<file path="config.mk">
export PLATFORM = sky130hd
export DESIGN_NAME = main_controller
export DESIGN_NICKNAME = d
export VERILOG_FILES = /design/src/rtl/main_controller_pkg.sv /design/src/rtl/main_controller_opcode_decoder.sv /design/src/rtl/main_controller.sv
export SDC_FILE = /design/constraint.sdc
export NUM_CORES = 1
export LEC_CHECK = 0
export CAP_MARGIN = 40
export CORE_MARGIN = 1.5
export CORE_UTILIZATION = 45
export CTS_CLUSTER_DIAMETER = 80
export DETAILED_ROUTE_END_ITERATION = 10
export PLACE_DENSITY = 0.78
export SLEW_MARGIN = 30
export SYNTH_ARGS = -nofsm -noshare
export SYNTH_HDL_FRONTEND = slang
export SYNTH_SLANG_ARGS = --single-unit
</file>
<file path="constraint.sdc">
create_clock -name clk -period 2.7 [get_ports clk]
set_input_delay 0.54 -clock clk [delete_from_list [all_inputs] [get_ports clk]]
set_output_delay 0.54 -clock clk [all_outputs]
set_load 0.05 [all_outputs]
</file>
<file path="src/rtl/main_controller_pkg.sv">
// Shared encodings for the multi-cycle controller and its datapath: FSM states,
// opcodes, instruction classes and the pcSelect / memToReg / access-size codes.
package main_controller_pkg;

  typedef enum logic [2:0] {
    ST_FETCH,
    ST_DECODE,
    ST_EXEC,
    ST_MEM,
    ST_WB,
    ST_HALT
  } state_e;

  typedef enum logic [3:0] {
    CLS_R,
    CLS_I,
    CLS_LOAD,
    CLS_STORE,
    CLS_BRANCH,
    CLS_JAL,
    CLS_JALR,
    CLS_LUI,
    CLS_AUIPC,
    CLS_ILLEGAL
  } instr_class_e;

  localparam logic [6:0] OP_R      = 7'b0110011;
  localparam logic [6:0] OP_I      = 7'b0010011;
  localparam logic [6:0] OP_LOAD   = 7'b0000011;
  localparam logic [6:0] OP_STORE  = 7'b0100011;
  localparam logic [6:0] OP_BRANCH = 7'b1100011;
  localparam logic [6:0] OP_JAL    = 7'b1101111;
  localparam logic [6:0] OP_JALR   = 7'b1100111;
  localparam logic [6:0] OP_LUI    = 7'b0110111;
  localparam logic [6:0] OP_AUIPC  = 7'b0010111;

  localparam logic [1:0] PCSEL_PLUS4  = 2'b00;
  localparam logic [1:0] PCSEL_BRANCH = 2'b01;
  localparam logic [1:0] PCSEL_JAL    = 2'b10;
  localparam logic [1:0] PCSEL_JALR   = 2'b11;

  localparam logic [1:0] WBSEL_ALU = 2'b00;
  localparam logic [1:0] WBSEL_MEM = 2'b01;
  localparam logic [1:0] WBSEL_PC  = 2'b10;
  localparam logic [1:0] WBSEL_IMM = 2'b11;

  localparam logic [1:0] SIZE_BYTE    = 2'b00;
  localparam logic [1:0] SIZE_HALF    = 2'b01;
  localparam logic [1:0] SIZE_WORD    = 2'b10;
  localparam logic [1:0] SIZE_INVALID = 2'b11;

  // Classes whose second ALU operand is the immediate rather than rs2.
  function automatic logic uses_imm_operand(input instr_class_e cls);
    return (cls == CLS_I) || (cls == CLS_LOAD) || (cls == CLS_STORE) ||
           (cls == CLS_JALR) || (cls == CLS_AUIPC);
  endfunction

endpackage

</file>
<file path="src/rtl/main_controller_opcode_decoder.sv">
// Combinational opcode classifier: maps opcode and access-size field to an
// instruction class plus an illegal flag.
module opcode_decoder
  import main_controller_pkg::*;
(
  input  logic [6:0]   opcode_i,
  input  logic [1:0]   size_i,
  output instr_class_e instr_class_o,
  output logic         illegal_o
);

  always_comb begin
    instr_class_o = CLS_ILLEGAL;
    case (opcode_i)
      OP_R:      instr_class_o = CLS_R;
      OP_I:      instr_class_o = CLS_I;
      OP_LOAD:   instr_class_o = CLS_LOAD;
      OP_STORE:  instr_class_o = CLS_STORE;
      OP_BRANCH: instr_class_o = CLS_BRANCH;
      OP_JAL:    instr_class_o = CLS_JAL;
      OP_JALR:   instr_class_o = CLS_JALR;
      OP_LUI:    instr_class_o = CLS_LUI;
      OP_AUIPC:  instr_class_o = CLS_AUIPC;
      default:   instr_class_o = CLS_ILLEGAL;
    endcase
  end

  // Memory accesses only support byte/half/word; the fourth size code is rejected.
  always_comb begin
    illegal_o = (instr_class_o == CLS_ILLEGAL) ||
                (((instr_class_o == CLS_LOAD) || (instr_class_o == CLS_STORE)) &&
                 (size_i == SIZE_INVALID));
  end

endmodule

</file>
<file path="src/rtl/main_controller.sv">
// Multi-cycle Moore controller: FETCH/DECODE/EXEC/MEM/WB/HALT sequencing with
// a retired-instruction counter.
module main_controller
  import main_controller_pkg::*;
#(
  parameter int unsigned DWIDTH = 32
) (
  input  logic              clk,
  input  logic              reset,
  input  logic [DWIDTH-1:0] irOut,
  input  logic              comparatorOut,
  output logic              irEn,
  output logic              pcEn,
  output logic              regWrite,
  output logic              aluSrc,
  output logic              ramRdEn,
  output logic              ramWrEn,
  output logic              isByte,
  output logic              isHalf,
  output logic              isWord,
  output logic [1:0]        pcSelect,
  output logic [1:0]        memToReg,
  output logic              halted,
  output logic [DWIDTH-1:0] retired
);

  state_e            state_q, state_d;
  logic              rst_hold_q;
  logic [DWIDTH-1:0] retired_q;
  instr_class_e      cls;
  logic              illegal;
  logic [1:0]        size;
  logic              unused_inputs;

  assign size = irOut[13:12];

  // The branch decision is taken in the datapath; the controller only selects it.
  assign unused_inputs = ^{comparatorOut, irOut[11:7], irOut[DWIDTH-1:14]};

  opcode_decoder u_opcode_decoder (
    .opcode_i      (irOut[6:0]),
    .size_i        (size),
    .instr_class_o (cls),
    .illegal_o     (illegal)
  );

  always_comb begin
    state_d = state_q;
    case (state_q)
      ST_FETCH:  state_d = ST_DECODE;
      ST_DECODE: state_d = illegal ? ST_HALT : ST_EXEC;
      ST_EXEC: begin
        if ((cls == CLS_LOAD) || (cls == CLS_STORE)) state_d = ST_MEM;
        else if (cls == CLS_BRANCH)                  state_d = ST_FETCH;
        else                                         state_d = ST_WB;
      end
      ST_MEM:    state_d = (cls == CLS_LOAD) ? ST_WB : ST_FETCH;
      ST_WB:     state_d = ST_FETCH;
      ST_HALT:   state_d = ST_HALT;
      default:   state_d = ST_FETCH;
    endcase
  end

  // rst_hold_q marks the cycle(s) spent in reset: state is FETCH but all outputs
  // stay quiet until the first edge that samples reset released.
  always_ff @(posedge clk) begin
    if (!reset) begin
      state_q    <= ST_FETCH;
      rst_hold_q <= 1'b1;
      retired_q  <= '0;
    end else begin
      rst_hold_q <= 1'b0;
      if (!rst_hold_q) state_q <= state_d;
      if (pcEn) retired_q <= retired_q + DWIDTH'(1);
    end
  end

  always_comb begin
    irEn     = 1'b0;
    pcEn     = 1'b0;
    regWrite = 1'b0;
    aluSrc   = 1'b0;
    ramRdEn  = 1'b0;
    ramWrEn  = 1'b0;
    isByte   = 1'b0;
    isHalf   = 1'b0;
    isWord   = 1'b0;
    pcSelect = PCSEL_PLUS4;
    memToReg = WBSEL_ALU;
    if (!rst_hold_q) begin
      if ((state_q == ST_EXEC) || (state_q == ST_MEM) || (state_q == ST_WB)) begin
        aluSrc = uses_imm_operand(cls);
      end
      if (((state_q == ST_MEM) || (state_q == ST_WB)) &&
          ((cls == CLS_LOAD) || (cls == CLS_STORE))) begin
        isByte = (size == SIZE_BYTE);
        isHalf = (size == SIZE_HALF);
        isWord = (size == SIZE_WORD);
      end
      case (state_q)
        ST_FETCH: irEn = 1'b1;
        ST_EXEC: begin
          if (cls == CLS_BRANCH) begin
            pcEn     = 1'b1;
            pcSelect = PCSEL_BRANCH;
          end
        end
        ST_MEM: begin
          if (cls == CLS_LOAD) begin
            ramRdEn = 1'b1;
          end else begin
            ramWrEn = 1'b1;
            pcEn    = 1'b1;
          end
        end
        ST_WB: begin
          regWrite = 1'b1;
          pcEn     = 1'b1;
          case (cls)
            CLS_LOAD: memToReg = WBSEL_MEM;
            CLS_LUI:  memToReg = WBSEL_IMM;
            CLS_JAL: begin
              pcSelect = PCSEL_JAL;
              memToReg = WBSEL_PC;
            end
            CLS_JALR: begin
              pcSelect = PCSEL_JALR;
              memToReg = WBSEL_PC;
            end
            default: memToReg = WBSEL_ALU;
          endcase
        end
        default: ;
      endcase
    end
  end

  assign halted  = (state_q == ST_HALT);
  assign retired = retired_q;

endmodule

</file>
==> out/qor.tcl, run 1 <==
set qor(synth_fp_nets) 308
set qor(synth_cell_types) 53
set qor(startpoint_class_of_the_critical_path) {input port}
set qor(routed-via-count) 2451
set qor(cts-root-buf) {sky130_fd_sc_hd__clkbuf_8}
set qor(hold_slack_ps) 496
set qor(worst-path-buf-inv) 5
set qor(hold_violations) 0
set qor(initial_core_util) 0.465
set qor(die_y_um) 72.9
set qor(drive_above_1_share) 0.206
set qor(detail_route.wirelength_mm) 5.93
set qor(grt_setup_unrepaired) {yes}
set qor(synth_warnings) 0
set qor(final_tns_setup_ps) 0
set qor(clkSinkCount) 36
set qor(buffer_ports.inserted) 56
set qor(period_minus_slack_ps) 2650
set qor(wl_per_cell_um) 14.2
set qor(maxClockFrequency_mhz) 377
set qor(placedInstanceArea_mm2) 0.00310
set qor(globalplace.congestion) 0.868
set qor(synth_edf_count) 0
set qor(multiInputGateArea_mm2) 0.00144
set qor(final.period_utilization) 0.981
set qor(power_density_mw_per_mm2) 331
set qor(critical_path.max_stage_delay_ps) 480
set qor(nets) 385
set qor(std_cell_rows) 25
set qor(hold_class) {reg2reg}
set qor(netlist_area_mm2) 0.00220
set qor(fp.coreArea_mm2) 0.00472
set qor(vias_per_cell) 5.88
set qor(max_cap_viol_count) 0
set qor(finalSetupViolations) 0
set qor(worst_ep_required_time_ps) 2160
set qor(worst-endpoint-arrival_ps) 2110
set qor(tritoncts) {done}
set qor(ant_nets) 0
set qor(first_pass_iters) 4
set qor(power.leakage_nw) 1.11
set qor(synth_seq_area_share) 0.328
set qor(critPathCaptureType) {output pin}
set qor(grt_antenna_before_repair) 0
set qor(dr.first_iter.drc_count) 143
set qor(vdd.ir_drop.worst_mv) 0.184
set qor(cts_max_path_buffers) 2
set qor(crit_family) {buffers and inverters}
set qor(worst-path-max-fanout) 3
set qor(postSynthCellCount) 272
set qor(grt_max_degree) 31
set qor(cts_max_level) 2
set qor(layout.cells.most_common) {sky130_fd_sc_hd__clkdlybuf4s50_1}
set qor(async_reset_ff_frac) 0
set qor(clock_latency_ps) 280
set qor(cts.clk_slew.worst_paths_ps) 70
set qor(setup.worst_path.class) {in2out}
set qor(worst_slew_pin_slew_ps) 506
set qor(synthesis.area_per_instance_um2) 8.07
set qor(final_core_utilization) 0.696
set qor(critical_path.most_common_cell) {sky130_fd_sc_hd__buf_4}
set qor(cts_inserted_buffers) 5
set qor(area.growth.synth_to_final_pct) 49.7
set qor(vias_in_the_first_global_route) 2123
set qor(synth_seq_cells) 36
set qor(final_max_slew_viol_count) 0
set qor(grt_overflow) 0
set qor(slew_headroom) 0.661
set qor(diodes) 0
set qor(top_level_i_o_count) 81
set qor(die-area_mm2) 0.00531
set qor(rrSetupSlack_ps) 360
set qor(ff_latch_area_um2) 721
set qor(most-common-layout-cells) {sky130_fd_sc_hd__clkdlybuf4s50_1 (39), sky130_fd_sc_hd__dfxtp_1 (36), sky130_fd_sc_hd__buf_4 (30)}
set qor(clock-skew-final_ps) 4.40
set qor(post-route-cell-area_mm2) 0.00329
set qor(cpMaxStageDelayCell) {sky130_fd_sc_hd__clkdlybuf4s50_1}
set qor(num-fill-cells) 382
set qor(synth-main-ff-cell) {sky130_fd_sc_hd__dfxtp_1}
set qor(remaining_drc_errors) 0
set qor(die_width_um) 72.9
set qor(global_route.usage.total) 0.231
set qor(worstPathCellList) {clkdlybuf4s50_1 -> buf_4 -> and2_1 -> buf_4 -> nand2b_1 -> nor3_1 -> buf_4 -> buf_12}
set qor(run_status) {complete, no violations}
set qor(place_hpwl_mm) 4.26
set qor(grt_first_pass_wirelength_mm) 9.76
==> where the power goes <==
| part | switching (W) | total [W] | internal [W] |
|---|---|---|---|
| combinational | 0.0000828 | 0.000148 | 0.0000649 |
| clock | 0.000185 | 0.000393 | 0.000208 |
| sequential | 0.0000111 | 0.000546 | 0.000535 |
| total | 0.000279 | 0.00109 | 0.000808 |
==> synthesized netlist by cell type, types with 4 or more instances <==
cell	count	share of area
sky130_fd_sc_hd__a21oi_1	28	0.064
sky130_fd_sc_hd__buf_6	4	0.021
sky130_fd_sc_hd__nor2_1	14	0.024
sky130_fd_sc_hd__nand4_1	7	0.020
sky130_fd_sc_hd__xnor2_1	4	0.016
sky130_fd_sc_hd__nor4_1	5	0.014
sky130_fd_sc_hd__o21ai_0	12	0.027
sky130_fd_sc_hd__nand2b_1	9	0.026
sky130_fd_sc_hd__or4_1	13	0.044
sky130_fd_sc_hd__clkbuf_1	11	0.019
sky130_fd_sc_hd__or3_1	7	0.020
sky130_fd_sc_hd__nand2_1	20	0.034
sky130_fd_sc_hd__nor3_1	7	0.016
sky130_fd_sc_hd__nand3_1	16	0.036
sky130_fd_sc_hd__o31ai_1	14	0.048
sky130_fd_sc_hd__inv_1	4	0.0068
sky130_fd_sc_hd__dfxtp_1	36	0.33
==> final cells by class <==
class                           count  share of cell area
Multi-Input combinational cell    211               0.437
Clock buffer                        8              0.0274
Sequential cell                    36               0.219
Tap cell                           67              0.0255
Timing Repair Buffer               88               0.283
Inverter                            7             0.00799
==> final timing paths <==
| check | start | endpoint | depth (start not counted) |
|---|---|---|---|
| setup / recovery | irOut[0] | pcSelect[0] | 8 |
| hold / removal | retired[31]$_SDFFE_PN0P_ | retired[31]$_SDFFE_PN0P_ | 2 |
| setup reg to reg | state_q[2]$_SDFFE_PN0N_ | retired[22]$_SDFFE_PN0P_ | 8 |
| hold reg to reg | retired[31]$_SDFFE_PN0P_ | retired[31]$_SDFFE_PN0P_ | 2 |
==> cells by family (layout without fill, tap and decap cells) <==
family / count (synthesis) / in the layout / synth area share
mux: 1 / 1 / 0.00456
simple gates: 127 / 127 / 0.348
fa+ha+maj: 1 / 1 / 0.00570
xor+xnor: 6 / 6 / 0.0239
flops: 36 / 36 / 0.328
buf+inv: 25 / 103 / 0.0581
compound gates: 76 / 76 / 0.231
==> timing repair <==
item | CTS | global route
setup endpoints to repair | 6 | 7
hold buffers | 0 | 0
resized for setup | 13 | 4
buffers inserted | 2 | 1
gates cloned | 0 | 0
pin swaps | 4 | 2
==> sequential cells by signal, summed over array words and instances (netlist names) <==
register and flops:
state_q 3, rst_hold_q 1, retired 32
==> layer usage <==
| metal | track usage | routed length [um] |
|---|---|---|
| met1 | 0.291 | 2700 |
| met2 | 0.384 | 2890 |
| met3 | 0.0456 | 240 |
| met4 | 0.0964 | 110 |
| met5 | 0 | 0 |
==> stage by stage <==
step,worst slack [ps],total power (W),cells
2_1_floorplan,-82.7,0.000640,272
3_3_place_gp,-94.3,0.000692,406
3_5_place_dp,-145,0.000695,406
4_1_cts,1.35,0.00109,416
5_1_grt,-45.9,0.00112,417
6_report,50.8,0.00109,417
==> worst register-to-register path, cell delays in order, from the launching register on <==
cell,delay [ps]
sky130_fd_sc_hd__dfxtp_1,490
sky130_fd_sc_hd__nor2b_1,270
sky130_fd_sc_hd__nand2_1,270
sky130_fd_sc_hd__inv_2,200
sky130_fd_sc_hd__nor3_4,70
sky130_fd_sc_hd__buf_4,140
sky130_fd_sc_hd__buf_4,180
sky130_fd_sc_hd__or4_1,510
sky130_fd_sc_hd__a21oi_1,150
Note: power is estimated with default switching activity, not from simulation.
==> inputs of run 2 (changes only) <==
--- a/config.mk
+++ b/config.mk
@@ -11,7 +11,8 @@
 export CTS_CLUSTER_DIAMETER = 80
 export DETAILED_ROUTE_END_ITERATION = 10
 export PLACE_DENSITY = 0.78
-export SLEW_MARGIN = 30
+export SETUP_SLACK_MARGIN = 0.05
+export SLEW_MARGIN = 20
 export SYNTH_ARGS = -nofsm -noshare
 export SYNTH_HDL_FRONTEND = slang
 export SYNTH_SLANG_ARGS = --single-unit
==> run 2 against run 1 <==
Against the previous run:
- clock power up 35%
- hold slack better by 6.8 ps
- combinational power up 6%
- first-iteration DRC count down 4.9%
- global-route usage up 1.7 points
- sequential power about the same
- sequential share of layout area down 0.62 points
- final area up 2.9%
- clock-buffer cell count down 1
==> out/qor.tcl, run 2 (synthesis gave the netlist of run 1 again) <==
set qor(worst-path-max-fanout) 10 ;# +7
set qor(ant_nets) 0 ;# unchanged
set qor(power_density_mw_per_mm2) 364 ;# +10%
set qor(area.growth.synth_to_final_pct) 54.1
set qor(maxClockFrequency_mhz) 389 ;# +3.2%
set qor(cts_max_path_buffers) 2 ;# unchanged
set qor(final.period_utilization) 0.951 ;# -0.0301
set qor(most-common-layout-cells) {sky130_fd_sc_hd__clkdlybuf4s50_1 (37), sky130_fd_sc_hd__buf_4 (37), sky130_fd_sc_hd__dfxtp_1 (36)}
set qor(finalSetupViolations) 0 ;# unchanged
set qor(rrSetupSlack_ps) 390 ;# +30 ps
set qor(worst_slew_pin_slew_ps) 534 ;# +28.1 ps
set qor(hold_violations) 0 ;# unchanged
set qor(grt_antenna_before_repair) 0 ;# unchanged
set qor(hold_class) {reg2reg}
set qor(drive_above_1_share) 0.235 ;# +0.0296
set qor(power.leakage_nw) 1.18 ;# +6.2%
set qor(finalWorstSetupSlack_ps) 132 ;# +81.2 ps
set qor(timing.reg2reg.worst_path_depth) 8 ;# unchanged
set qor(top_level_i_o_count) 81 ;# unchanged
set qor(hold_end) {retired[31]$_SDFFE_PN0P_}
set qor(cts_inserted_buffers) 5 ;# unchanged
set qor(final_tns_setup_ps) 0 ;# unchanged
set qor(max_cap_viol_count) 0 ;# unchanged
set qor(num-fill-cells) 380 ;# -0.52%
set qor(diodes) 0 ;# unchanged
set qor(cts.clk_slew.worst_paths_ps) 70 ;# about the same
set qor(grt_max_degree) 18 ;# -42%
set qor(wl_met1_mm) 2.79 ;# +3.6%
set qor(cts_max_level) 2 ;# unchanged
set qor(tritoncts) {done}
set qor(final_core_utilization) 0.717 ;# +0.0204
set qor(remaining_drc_errors) 0 ;# unchanged
set qor(setup.worst_path.class) {in2out}
set qor(worst_setup_startpoint) {irOut[5]}
set qor(cts-root-buf) {sky130_fd_sc_hd__clkbuf_8}
set qor(fp.coreArea_mm2) 0.00472 ;# unchanged
set qor(grt_overflow) 0 ;# unchanged
set qor(place_hpwl_mm) 4.48 ;# +5.2%
set qor(global_route.usage.total) 0.247 ;# +0.0167
set qor(post-route-cell-area_mm2) 0.00338 ;# +2.9%
set qor(std_cell_rows) 25 ;# unchanged
set qor(clock-skew-final_ps) 5.65 ;# +1.25 ps
set qor(run_status) {complete, no violations}
set qor(routed-via-count) 2437 ;# -0.57%
set qor(grt_first_pass_wirelength_mm) 10.4 ;# +6.3%
set qor(clkSinkCount) 36 ;# unchanged
set qor(clock_latency_ps) 290 ;# about the same
set qor(globalplace.congestion) 0.805 ;# -7.2%
set qor(slew_headroom) 0.643 ;# -0.0186
set qor(vias_per_cell) 5.75 ;# -2.2%
set qor(nets) 392 ;# +1.8%
set qor(routed-wl-met3_um) 293 ;# +22%
set qor(largest_register_ffs) 32 ;# unchanged
set qor(detail_route.wirelength_mm) 6.39 ;# +7.6%
set qor(period_minus_slack_ps) 2570 ;# -81.2 ps
set qor(final_max_slew_viol_count) 0 ;# unchanged
set qor(die_width_um) 72.9 ;# unchanged
set qor(hp-start) {retired[31]$_SDFFE_PN0P_}
set qor(worst_ep_required_time_ps) 2160 ;# about the same
set qor(dr.max_layer_used) {met4}
set qor(worst-endpoint-arrival_ps) 2030 ;# -80 ps
set qor(placedInstanceArea_mm2) 0.00315 ;# +1.5%
set qor(buffer_ports.inserted) 56 ;# unchanged
set qor(startpoint_class_of_the_critical_path) {input port}
set qor(grt_setup_unrepaired) {no}
set qor(critPathCaptureType) {output pin}
set qor(r2r-end) {retired[6]$_SDFFE_PN0P_}
set qor(wl_per_cell_um) 15.1 ;# +5.9%
set qor(cts_hold_repair.buffers) 0 ;# unchanged
set qor(reg2reg_start) {state_q[2]$_SDFFE_PN0N_}
set qor(die-area_mm2) 0.00531 ;# unchanged
set qor(first_pass_iters) 4 ;# unchanged
set qor(die_y_um) 72.9 ;# unchanged
set qor(vdd.ir_drop.worst_mv) 0.216 ;# +17%
set qor(initial_core_util) 0.465 ;# unchanged
set qor(hold_path_depth) 2 ;# unchanged
set qor(vias_in_the_first_global_route) 2261 ;# +6.5%
set qor(worst_slack_placed_ps) -178 ;# -32.7 ps
set qor(dr.first_iter.drc_count) 136 ;# -4.9%
set qor(detailroute.wirelength.met2_mm) 3.21 ;# +11%
[run 2: per-layer routing]
layer / vias up / track usage
met5: - / 0
met4: 0 / 0.109
met3: 10 / 0.0456
met2: 80 / 0.426
met1: 1134 / 0.299
li1: 1213 / -
[run 2: how the worst max path moves through the flow]
stage | end | slack [ps] | cells past startpoint
finish | aluSrc | 130 | 8
floorplan | memToReg[0] | -80 | 3
detailed placement | isByte | -180 | 7
CTS | isByte | 40 | 8
global placement | isByte | -230 | 7
global route | aluSrc | 50 | 8
[run 2: where the power goes]
| group | internal [W] | switching (W) | total, W |
|---|---|---|---|
| Sequential | 0.000535 | 0.0000114 | 0.000546 |
| Clock | 0.000326 | 0.000203 | 0.000529 |
| Combinational | 0.0000701 | 0.0000865 | 0.000157 |
[run 2: what timing repair did]
action / CTS / global route
resized for setup: 16 / 8
buffers inserted: 2 / 1
pin swaps: 7 / 2
setup endpoints to repair: 8 / 9
[run 2: stage by stage]
stage | hold WS, ps | total power (W) | cells
5_1_grt | 510 | 0.00126 | 424
4_1_cts | 506 | 0.00122 | 423
6_report | 503 | 0.00123 | 424
2_1_floorplan | 584 | 0.000640 | 272
3_3_place_gp | 481 | 0.000698 | 413
3_5_place_dp | 494 | 0.000700 | 413
[run 2: worst max-delay path: stages]
cell                            delay, ps
sky130_fd_sc_hd__dlygate4sd2_1        290
sky130_fd_sc_hd__buf_6                160
sky130_fd_sc_hd__or2_2                300
sky130_fd_sc_hd__nand2_1               60
sky130_fd_sc_hd__o21ai_0               90
sky130_fd_sc_hd__nor4b_2              290
sky130_fd_sc_hd__buf_4                170
sky130_fd_sc_hd__buf_12               120
[run 2: area by class of cell]
cell class                 count  area (um2)  share of cell area
clock buffer                   7        96.3              0.0285
inverter                       7        26.3             0.00776
multi-input combinational    211        1450               0.429
sequential                    36         721               0.213
timing repair buffer          95         976               0.288
tap                           67        83.8              0.0248
clock inverter                 1        30.0             0.00887
